`src/rtl/move_keypad.sv`:
```
// Keypad front end for player moves: synchronizes and debounces four direction
// buttons, then emits one-cycle move pulses with first-press delay and auto-repeat.
module move_keypad #(
   parameter int unsigned DEBOUNCE_CYCLES = 4,
   parameter int unsigned REPEAT_DELAY    = 16,
   parameter int unsigned REPEAT_RATE     = 8
) (
   input  logic       clk,
   input  logic       rstn,
   input  logic [3:0] btn_raw,
   input  logic       move_ready,
   output logic [3:0] move
);

   localparam int unsigned KW = 4;
   localparam int unsigned CW = 16;
   localparam logic [CW-1:0] DB_LAST  = CW'(DEBOUNCE_CYCLES - 1);
   localparam logic [CW-1:0] DB_PRE   = CW'(DEBOUNCE_CYCLES - 2);
   localparam logic [CW-1:0] DLY_PRE  = CW'(REPEAT_DELAY - 2);
   localparam logic [CW-1:0] RATE_PRE = CW'(REPEAT_RATE - 2);

   typedef enum logic [1:0] {IDLE, ISSUE, DELAY, RATE} state_t;

   logic [KW-1:0] sync1, sync2;
   logic [KW-1:0] cand, stable;
   logic [CW-1:0] db_cnt;
   logic [KW-1:0] key_c;

   state_t        state_q, state_d;
   logic [KW-1:0] cur_q, cur_d;
   logic          first_q, first_d;
   logic [CW-1:0] rcnt_q, rcnt_d;
   logic [KW-1:0] move_d;

   // Two-flop synchronizer
   always_ff @(posedge clk or negedge rstn) begin
      if (!rstn) begin
         sync1 <= '0;
         sync2 <= '0;
      end else begin
         sync1 <= btn_raw;
         sync2 <= sync1;
      end
   end

   // Debouncer: stable follows the candidate once it has been seen DEBOUNCE_CYCLES times
   always_ff @(posedge clk or negedge rstn) begin
      if (!rstn) begin
         cand   <= '0;
         stable <= '0;
         db_cnt <= '0;
      end else if (sync2 != cand) begin
         cand   <= sync2;
         db_cnt <= '0;
      end else if (db_cnt != DB_LAST) begin
         db_cnt <= db_cnt + CW'(1);
         if (db_cnt == DB_PRE) stable <= cand;
      end
   end

   // Lowest set bit gives up > down > left > right priority
   always_comb begin
      key_c = stable & KW'(~stable + KW'(1));
   end

   always_ff @(posedge clk or negedge rstn) begin
      if (!rstn) begin
         state_q <= IDLE;
         cur_q   <= '0;
         first_q <= 1'b0;
         rcnt_q  <= '0;
         move    <= '0;
      end else begin
         state_q <= state_d;
         cur_q   <= cur_d;
         first_q <= first_d;
         rcnt_q  <= rcnt_d;
         move    <= move_d;
      end
   end

   // Key changes override repeat timing; a stalled pulse waits in ISSUE
   always_comb begin
      state_d = state_q;
      cur_d   = cur_q;
      first_d = first_q;
      rcnt_d  = rcnt_q;
      move_d  = '0;
      if (state_q == IDLE) begin
         if (key_c != '0) begin
            state_d = ISSUE;
            cur_d   = key_c;
            first_d = 1'b1;
         end
      end else if (key_c == '0) begin
         state_d = IDLE;
      end else if (key_c != cur_q) begin
         state_d = ISSUE;
         cur_d   = key_c;
         first_d = 1'b1;
      end else begin
         case (state_q)
            ISSUE: begin
               if (move_ready) begin
                  move_d  = cur_q;
                  rcnt_d  = '0;
                  state_d = first_q ? DELAY : RATE;
                  first_d = 1'b0;
               end
            end
            DELAY: begin
               rcnt_d = rcnt_q + CW'(1);
               if (rcnt_q == DLY_PRE) state_d = ISSUE;
            end
            RATE: begin
               rcnt_d = rcnt_q + CW'(1);
               if (rcnt_q == RATE_PRE) state_d = ISSUE;
            end
            default: state_d = IDLE;
         endcase
      end
   end

endmodule

```
`config.mk`:
```
export PLATFORM = sky130hd
export DESIGN_NAME = move_keypad
export DESIGN_NICKNAME = d
export VERILOG_FILES = /design/src/rtl/move_keypad.sv
export SDC_FILE = /design/constraint.sdc
export NUM_CORES = 1
export LEC_CHECK = 0
export ABC_AREA = 1
export BUFFER_PORTS_ARGS = -buffer_cell sky130_fd_sc_hd__buf_2
export CAP_MARGIN = 20
export CORE_AREA = 2 2 77 109
export CTS_CLUSTER_DIAMETER = 40
export DETAILED_ROUTE_END_ITERATION = 16
export DIE_AREA = 0 0 79 111
export PLACE_DENSITY = 0.64
export SYNTH_ARGS = -nofsm -noshare
export SYNTH_HDL_FRONTEND = slang
export SYNTH_SLANG_ARGS = --single-unit
```
`constraint.sdc`:
```
create_clock -name clk -period 1.8 [get_ports clk]
set_input_delay 0.09 -clock clk [delete_from_list [all_inputs] [get_ports clk]]
set_output_delay 0.09 -clock clk [all_outputs]
set_load 0.05 [all_outputs]
```
==> impl_metrics.yaml <==
finish:
  finalNonFillerCells: 528
  syn2layout_area_growth_pct: 21.4
  diodes: 0
  layout.cells.most_common_list: "sky130_fd_sc_hd__nand2_1, sky130_fd_sc_hd__nor2_1, sky130_fd_sc_hd__dfrtp_1"
  post_route_cells_drive_above_1_share: 0.136
  num-nets-final: 432
  final_common_cell: "sky130_fd_sc_hd__nand2_1"
synthesis:
  synth_edf_count: 0
  synth_seq_cells: 59
  synth.yosys.seq_area_share: 0.486
  synth_top_family_by_area: "simple AND/OR/NAND/NOR gates"
  synth.area.mux_share: 0
  count_of_synthesis_stage_warnings_from_yosys: 0
  post_synthesis_cell_area_mm2: 0.00304
  synth-compound-area-share: 0.0750
  dominantRegCellSynth: "sky130_fd_sc_hd__dfrtp_1"
  synth-xor-area-share: 0.0491
  post_synth.cell_area_avg_um2: 7.76
  share_of_async_settable_or_async_resettable_flops_after_synthesis: 1.00
  syn_inst: 391
  synth.distinct_cells: 26
  yosys.area_share.simple: 0.310
  yosys.area_share.adder: 0.0165
  synthesis.nets: 402
grt:
  first_global_vias: 2588
  gr-usage-met3: 0.0334
  grt_pass1_wl_um: 10800
  global_route.usage.met2: 0.270
  groute.usage.overall: 0.156
  largest_net_degree_at_the_start_of_global_routing: 38
  grt.busiest_layer: "met2"
  gr-total-overflow: 0
  grt_antenna_before_repair: 0
  global_route.usage.met1: 0.175
sta:
  max_freq_mhz: 605
  period_share: 0.918
  worst_pin_slew_ps: 543
  timing.final.hold_violations: 0
  period_needed_ps: 1650
  slew_headroom: 0.638
  rsz0062_at_grt: "yes"
  post_route_setup_tns_ps: 0
  number_of_pins_exceeding_their_max_slew_limit_in_the_final_report: 0
  clock_skew_ps: 7.21
  setup-violations-final: 0
floorplan:
  die_outline_area_mm2: 0.00877
  dieHeight_um: 111
  rows: 39
  ios: 11
  initial_utilization: 0.384
  design.core.area_mm2: 0.00791
  floorplan.die.width_um: 79
routing:
  detail-route-antenna-nets: 0
  avgRoutedWirePerCell_um: 11.6
  detail_route.vias_per_cell: 4.85
  routed-via-count: 2560
  drt-initial-drc-count: 106
  first_pass_iters: 4
  finalWirelength_um: 6150
  post-route-drc-count: 0
setup_path:
  crit_path_max_incr_delay_ps: 440
  crit_path_cell_trace: "nor2_4 > nand4_1 > nand2_2 > nand3_2 > nor2_4 > buf_6 > o21ai_0 > nand2_1 > nand2_1 > nand2_1"
  crit_required_ps: 2070
  critical-path-top-cell-by-count: "sky130_fd_sc_hd__nand2_1"
  critPathSlowestCell: "sky130_fd_sc_hd__dfrtp_2"
  criticalPathCategory: "reg -> reg"
  worst_setup_path_start_kind: "register"
  crit_path_end_kind: "register"
  arrival_time_at_the_worst_endpoint_ps: 1920
  highest_net_fanout_along_the_worst_path: 6
worst_hold_path:
  min_path_type: "in -> reg"
placed_design:
  io_buffer_count: 10
  dp.cells: 504
  hpwlAfterDp_um: 4360
  place_congestion: 0.903
cts:
  clock_latency_ps: 330
  ctsLongestPathBuffers: 2
  cts_tree: "built"
  cts_num_sinks: 59
  numCtsBuffers: 9
  cts_root_buffer: "sky130_fd_sc_hd__clkbuf_16"
  clock_pin_slew_on_the_worst_setup_and_hold_paths_ps: 50
  h-tree-depth: 3
run_status:
  outcome: "finished, final reports clean"
power_and_ir_drop:
  power.leakage_nw: 1.72
  total_power_mw: 3.69
  worst_ir_drop_vdd_mv: 0.603
  power-per-cell-area_mw_per_mm2: 1000
job:
  maxCapViolCount: 0
## layer usage
layer	share of wire	routed length, µm
met1	0.43	2610
met2	0.53	3230
met3	0.024	148
met4	0.025	156
met5	0	0
## sequential cells by signal (all words and copies together) (netlist names)
register  count
rcnt_q       16
sync2         4
sync1         4
cur_q         4
state_q       2
stable        4
cand          4
first_q       1
move          4
db_cnt       16
## cell usage after synthesis, types with 2 or more instances
| cell | n | area, µm² |
|---|---|---|
| sky130_fd_sc_hd__xor2_1 | 16 | 140 |
| sky130_fd_sc_hd__nand3_2 | 2 | 20.0 |
| sky130_fd_sc_hd__a21oi_1 | 12 | 60.1 |
| sky130_fd_sc_hd__clkbuf_1 | 6 | 22.5 |
| sky130_fd_sc_hd__nor2_1 | 60 | 225 |
| sky130_fd_sc_hd__nand2_1 | 105 | 394 |
| sky130_fd_sc_hd__o21ai_0 | 27 | 135 |
| sky130_fd_sc_hd__ha_1 | 4 | 50.1 |
| sky130_fd_sc_hd__nand4_1 | 11 | 68.8 |
| sky130_fd_sc_hd__o21ai_2 | 2 | 17.5 |
| sky130_fd_sc_hd__inv_2 | 2 | 7.51 |
| sky130_fd_sc_hd__inv_1 | 35 | 131 |
| sky130_fd_sc_hd__nand3_1 | 28 | 140 |
| sky130_fd_sc_hd__nor3_1 | 9 | 45.0 |
| sky130_fd_sc_hd__nor2_4 | 2 | 22.5 |
| sky130_fd_sc_hd__or2_2 | 2 | 12.5 |
| sky130_fd_sc_hd__dfrtp_1 | 59 | 1480 |
## stage by stage
step                      utilization  hold slack (ps)  setup WS, ps  cell area (µm²)
after floorplan                     -             -206           237             3040
after global placement          0.413              103           114             3270
after detailed placement        0.413              107          18.4             3270
after CTS                       0.458              129          5.14             3620
after global routing            0.466              168         -18.2             3690
final                           0.466              142           147             3690
## path summary, 6_finish.rpt
check | slack, ps | to | startpoint | depth (start not counted)
min in group asynchronous | 280 | rcnt_q[13] | rstn | 2
hold / removal | 140 | move[0] | move_ready | 5
setup / recovery | 150 | state_q[1] | stable[1] | 10
max in group asynchronous | 920 | stable[0] | rstn | 3
setup reg to reg | 150 | state_q[1] | stable[1] | 10
hold reg to reg | 350 | sync2[0] | sync1[0] | 0
## critical path: cells and delay by family (launching register included)
kind            cells  cell delay, ps
simple gates        8             930
compound gates      1             100
flops               1             440
buf+inv             1             130
## where the power goes
group          internal (mW)  total (mW)  switching, mW
clock                   1.11        1.72          0.613
sequential              1.43        1.54          0.106
combinational          0.161       0.434          0.273
total                   2.70        3.69          0.992
## cell type report
| class | count | area [µm²] |
|---|---|---|
| Fill cell | 781 | 4220 |
| Sequential cell | 59 | 1480 |
| Multi-Input combinational cell | 285 | 1390 |
| Clock buffer | 10 | 239 |
| Timing Repair Buffer | 28 | 226 |
| Inverter | 38 | 155 |
| Tap cell | 102 | 128 |
| Clock inverter | 6 | 65.1 |
## cell families (layout without fill, tap and decap cells)
group,Yosys count,count (layout)
fa+ha+maj,4,4
simple gates,221,221
flops,59,59
xor+xnor,17,17
compound gates,43,43
buf+inv,47,82
## timing repair
action | in CTS | in global routing
hold endpoints to repair | 26 | 0
resized for setup | 0 | 16
setup endpoints to repair | 0 | 21
setup buffers | 0 | 3
hold buffers | 5 | 0
No activity file was read; power rests on OpenSTA's default activity.
